$ cat config.mk
export PLATFORM = sky130hd
export DESIGN_NAME = countdown_seq
export DESIGN_NICKNAME = d
export VERILOG_FILES = /design/src/rtl/countdown_pkg.sv /design/src/rtl/countdown_core.sv /design/src/rtl/countdown_seq.sv
export SDC_FILE = /design/constraint.sdc
export NUM_CORES = 1
export LEC_CHECK = 0
export ABC_CLOCK_PERIOD_IN_PS = 5800
export CAP_MARGIN = 20
export CELL_PAD_IN_SITES_DETAIL_PLACEMENT = 1
export CELL_PAD_IN_SITES_GLOBAL_PLACEMENT = 1
export CORE_UTILIZATION = 36
export CTS_BUF_LIST = sky130_fd_sc_hd__clkbuf_4 sky130_fd_sc_hd__clkbuf_8 sky130_fd_sc_hd__clkbuf_16
export DETAILED_ROUTE_END_ITERATION = 8
export HOLD_SLACK_MARGIN = 0.03
export PLACE_DENSITY_LB_ADDON = 0.1
export SLEW_MARGIN = 40
export SYNTH_ARGS = -nofsm -noshare
export SYNTH_HDL_FRONTEND = slang
export SYNTH_SLANG_ARGS = --single-unit
export TNS_END_PERCENT = 20
$ cat constraint.sdc
create_clock -name clk -period 5.8 [get_ports clk]
set_input_delay 0.58 -clock clk [delete_from_list [all_inputs] [get_ports clk]]
set_output_delay 0.58 -clock clk [all_outputs]
set_load 0.01 [all_outputs]
$ cat src/rtl/countdown_pkg.sv
// Shared types and constants for the countdown sequencer.
package countdown_pkg;

    localparam int unsigned DefaultDw = 8;

    typedef enum logic [1:0] {
        StIdle  = 2'd0,
        StRun   = 2'd1,
        StPause = 2'd2,
        StDone  = 2'd3
    } state_e;

endpackage

$ cat src/rtl/countdown_core.sv
// Counter datapath: clear, load, saturating decrement or hold, with async clear on reset.
module countdown_core
    import countdown_pkg::*;
#(
    parameter int unsigned DW = DefaultDw
) (
    input  logic          clk,
    input  logic          reset_n,
    input  logic          clr,
    input  logic          load,
    input  logic          dec,
    input  logic [DW-1:0] load_val,
    output logic [DW-1:0] count
);

    localparam logic [DW-1:0] One = DW'(1);

    logic [DW-1:0] count_q, count_d;

    // Priority clear > load > decrement; decrement never goes below zero.
    always_comb begin
        count_d = count_q;
        if (clr) begin
            count_d = '0;
        end else if (load) begin
            count_d = load_val;
        end else if (dec && (count_q != '0)) begin
            count_d = count_q - One;
        end
    end

    always_ff @(posedge clk or negedge reset_n) begin
        if (!reset_n) begin
            count_q <= '0;
        end else begin
            count_q <= count_d;
        end
    end

    assign count = count_q;

endmodule

$ cat src/rtl/countdown_seq.sv
// Countdown sequencer: IDLE/RUN/PAUSE/DONE control around countdown_core.
// Define COUNTDOWN_AUTO_RELOAD_EN for periodic mode (reload on expiry instead of DONE).
module countdown_seq
    import countdown_pkg::*;
#(
    parameter int unsigned DW           = DefaultDw,
    parameter int unsigned DEFAULT_LOAD = 7
) (
    input  logic          clk,
    input  logic          reset_n,
    input  logic          start,
    input  logic [DW-1:0] load_val,
    input  logic          use_default,
    input  logic          pause,
    input  logic          abort,
    input  logic          ack,
    output logic [DW-1:0] count,
    output logic          busy,
    output logic          done,
    output logic          expired
);

    localparam logic [DW-1:0] DefLoad = DW'(DEFAULT_LOAD);
    localparam logic [DW-1:0] One     = DW'(1);

    state_e        state_q, state_d;
    logic          expired_q, expired_d;
    logic          core_clr, core_load, core_dec;
    logic [DW-1:0] core_val;
    logic [DW-1:0] eff_load;

    assign eff_load = ((load_val == '0) && use_default) ? DefLoad : load_val;

`ifdef COUNTDOWN_AUTO_RELOAD_EN
    logic [DW-1:0] reload_q, reload_d;

    always_ff @(posedge clk or negedge reset_n) begin
        if (!reset_n) begin
            reload_q <= '0;
        end else begin
            reload_q <= reload_d;
        end
    end
`endif

    always_comb begin
        state_d   = state_q;
        expired_d = 1'b0;
        core_clr  = 1'b0;
        core_load = 1'b0;
        core_dec  = 1'b0;
        core_val  = eff_load;
`ifdef COUNTDOWN_AUTO_RELOAD_EN
        reload_d  = reload_q;
`endif
        unique case (state_q)
            StIdle: begin
                if (start) begin
                    core_load = 1'b1;
`ifdef COUNTDOWN_AUTO_RELOAD_EN
                    reload_d  = eff_load;
`endif
                    if (eff_load == '0) begin
                        state_d   = StDone;
                        expired_d = 1'b1;
                    end else begin
                        state_d = StRun;
                    end
                end
            end
            StRun: begin
                if (abort) begin
                    core_clr = 1'b1;
                    state_d  = StIdle;
                end else if (pause) begin
                    state_d = StPause;
                end else if (count == One) begin
                    expired_d = 1'b1;
`ifdef COUNTDOWN_AUTO_RELOAD_EN
                    core_load = 1'b1;
                    core_val  = reload_q;
`else
                    core_dec  = 1'b1;
                    state_d   = StDone;
`endif
                end else begin
                    core_dec = 1'b1;
                end
            end
            StPause: begin
                if (abort) begin
                    core_clr = 1'b1;
                    state_d  = StIdle;
                end else if (!pause) begin
                    // Resume without decrementing on this edge.
                    state_d = StRun;
                end
            end
            StDone: begin
                if (ack) begin
                    state_d = StIdle;
                end
            end
            default: begin
                state_d = StIdle;
            end
        endcase
    end

    always_ff @(posedge clk or negedge reset_n) begin
        if (!reset_n) begin
            state_q   <= StIdle;
            expired_q <= 1'b0;
        end else begin
            state_q   <= state_d;
            expired_q <= expired_d;
        end
    end

    countdown_core #(
        .DW(DW)
    ) u_core (
        .clk      (clk),
        .reset_n  (reset_n),
        .clr      (core_clr),
        .load     (core_load),
        .dec      (core_dec),
        .load_val (core_val),
        .count    (count)
    );

    assign busy    = (state_q == StRun) || (state_q == StPause);
    assign done    = (state_q == StDone);
    assign expired = expired_q;

endmodule

==> impl_metrics.json <==
{
  "die-height_um": 50.8,
  "routabilityCongestion": 0.788,
  "pwr_density_nw_per_um2": 485,
  "worst_r2r_startpoint": "u_core.count[0]",
  "floorplan.initialDensity_pct": 38.4,
  "synth_flop_cell": "dfrtp_1",
  "r2r_slack_ps": 3670,
  "post_synth_inst_count": 94,
  "synthMuxAreaShare_pct": 3.50,
  "min_delay_path_depth": 2,
  "synth_area_leaders": "dfrtp_1 32%, ha_1 10%, a31oi_1 3.6%",
  "cellLeakagePower_nw": 0.465,
  "first_pass_iters": 4,
  "setup_viol_count_final": 0,
  "tritoncts.num_buffers": 3,
  "power_frac_clock_pct": 10.8,
  "dieWidth_um": 50.8,
  "hp-class": "flop to flop",
  "port_buffers": 25,
  "finish.net_count": 145,
  "synth_enable_flop_cells": 0,
  "fin_util_pct": 52.3,
  "mappedNetlistNets": 116,
  "combinational_family_with_the_most_area_after_synthesis": "simple AND/OR/NAND/NOR gates",
  "detail_route.iter0.violations": 9,
  "final_antenna_net_count": 0,
  "synth_compound_gate_area_share_pct": 22.9,
  "grt_overflow": 0,
  "worst_r2r_endpoint": "u_core.count[0]",
  "grtUsageTotal_pct": 21.8,
  "rsz0062_at_grt": "no",
  "dpl.hpwl_mm": 1.91,
  "final-max-slew-violation-count": 0,
  "fin_setup_tns_ps": 0,
  "power_frac_comb_pct": 62.2,
  "post_layout_minimum_cycle_time_ps": 2230,
  "worst_hold_path.endpoint": "state_q[1]",
  "tritoncts": "yes",
  "cts_hold_repair.buffers": 0,
  "num_antenna_cells": 0,
  "switching_power_mw": 0.256,
  "synth_largest_area_cell": "dfrtp_1",
  "detailroute.via_count": 883,
  "power.total_mw": 0.567,
  "route.detailed.drc": 0,
  "r2r_cells": 6,
  "die-area_um2": 2580,
  "io_pins": 26,
  "synth_seq_cells": 11,
  "pin_count_of_the_biggest_net_entering_global_routing": 16,
  "syn-cell-area_um2": 857,
  "timing.critical_path.from_type": "input port",
  "p_int_mw": 0.310,
  "insertion_delay_ps": 280,
  "clockBufferDepth": 2,
  "synth_simple_gate_area_share_pct": 25.7,
  "seq_power_share_pct": 27.0,
  "cp_max_fo": 7,
  "area.growth.synth_to_final_pct": 36.4,
  "grt_antenna_before_repair": 0,
  "cts-resized-gates": 0,
  "cts_max_level": 1,
  "tightest_slew_ps": 771,
  "global_route_wire_length_before_repair_mm": 4.15,
  "synth_seq_area_share_pct": 32.1,
  "post_drt_wl_per_cell_um": 16.3,
  "worstHoldStart": "state_q[1]",
  "critPathRequiredTime_ps": 6000,
  "final-hold-violation-count": 0,
  "postSynth.asyncResetShare_pct": 100,
  "max-cap-violations": 0,
  "worst_ir_drop_vdd_uv": 233,
  "yosysWarningCount": 0,
  "rows": 17,
  "finalCritPeriodShare_pct": 38.5,
  "drt_wl_total_mm": 2.45,
  "grt_pass1_vias": 913,
  "netlist-cell-type-count": 39,
  "achievable-frequency_mhz": 448,
  "cts_sinks": 11,
  "xor_xnor_share_of_the_synthesized_area_pct": 2.04,
  "outcome": "finished, final reports clean",
  "criticalPathCategory": "input port to flop",
  "timing.critical_path.arrival_ps": 2430,
  "synth-adder-area-share_pct": 10.2,
  "clkSlewWorstSetupHoldPaths_ps": 80,
  "mean_syn_cell_area_um2": 9.12,
  "fin_skew_ps": 1.17,
  "critical_path.endpoint_type": "flop",
  "via_per_inst": 5.89,
  "postCtsSetupRepairBufs": 0,
  "netlist.area_leader.share_pct": 32.1,
  "cts-root-buf": "clkbuf_4",
  "core_region_area_um2": 2230,
  "post_route_cells_drive_above_1_share_pct": 8.20,
  "power.switching_fraction_pct": 45.3,
  "maxSlewHeadroom_pct": 47.9
}
synth_stat cells (all sizes together), types with 3 or more instances:
master / n
mux2i: 3
a211oi: 3
inv: 7
ha: 7
or4: 3
a31oi: 5
nor4: 3
o21ai: 5
nor2: 4
dfrtp: 11
nand3: 3
nor3: 3
a21oi: 5
worst max-delay path by stage:
stage                          startpoint         endpoint  cells after the start
after detailed placement            abort  u_core.count[4]                      5
final                               abort  u_core.count[4]                      5
after floorplan                state_q[1]  u_core.count[3]                      6
after global placement              abort  u_core.count[3]                      5
after global routing      u_core.count[0]  u_core.count[0]                      6
after CTS                      state_q[0]             busy                      3
sequential cells by signal, indices dropped and copies added, names as in the netlist:
signal / cells
u_core.count: 8
state_q: 2
expired: 1
kinds of logic after synthesis:
group           count (synthesis)
mux                             3
compound gates                 28
buf+inv                         8
xor+xnor                        2
flops                          11
simple gates                   35
fa+ha+maj                       7
area by class of cell:
| type | instances | area (µm²) |
|---|---|---|
| clock buffers | 4 | 30.0 |
| fillers | 267 | 1060 |
| inverters | 7 | 26.3 |
| multi-input cells | 75 | 552 |
| flip-flops and latches | 11 | 275 |
| well taps | 28 | 35.0 |
| repair buffers | 25 | 250 |
metal layers:
layer / part of all wire, % / vias up / global-route usage (%)
met4: 2.8 / 0 / 14.4
met5: 0 / - / 0
met1: 50 / 430 / 29.5
met2: 44 / 27 / 32.0
met3: 3.5 / 7 / 2.73
li1: - / 419 / -
worst max-delay path, stage by stage:
cell	delay, ps
clkdlybuf4s50_1	500
or3b_4	470
a21o_4	230
or4_1	460
a31oi_1	190
cell usage in the layout (no fill, tap or decap), types with 2 or more instances in the layout:
cell,instances
nor4b_1,2
mux2i_1,3
clkdlybuf4s50_1,25
a211oi_1,3
a31oi_1,5
xnor2_1,2
ha_1,7
a21oi_1,5
o31ai_1,2
nor2_1,4
o21ai_0,5
inv_1,7
nand2_1,2
nor3_1,3
dfrtp_1,11
nor4_1,3
nand3_1,3
or4_1,3
nor3b_1,2
nand2b_1,2
clkbuf_4,4
power groups by stage:
stage / sequential, mW / clock [mW] / combinational (mW)
4_1_cts: 0.152 / 0.0633 / 0.355
2_1_floorplan: 0.156 / 0 / 0.204
5_1_grt: 0.159 / 0.0660 / 0.390
6_report: 0.153 / 0.0613 / 0.353
3_3_place_gp: 0.151 / 0 / 0.345
3_5_place_dp: 0.154 / 0 / 0.351
metrics by stage:
stage               instance area (µm²)  hold WS (ps)  std cells  setup slack, ps
floorplan                           857           284         94             3890
global placement                   1140           583        146             3320
detailed placement                 1140           608        146             3250
CTS                                1170           629        150             3560
global route                       1170           670        150             3440
finish                             1170           622        150             3570
No activity file was read; power rests on OpenSTA's default activity.
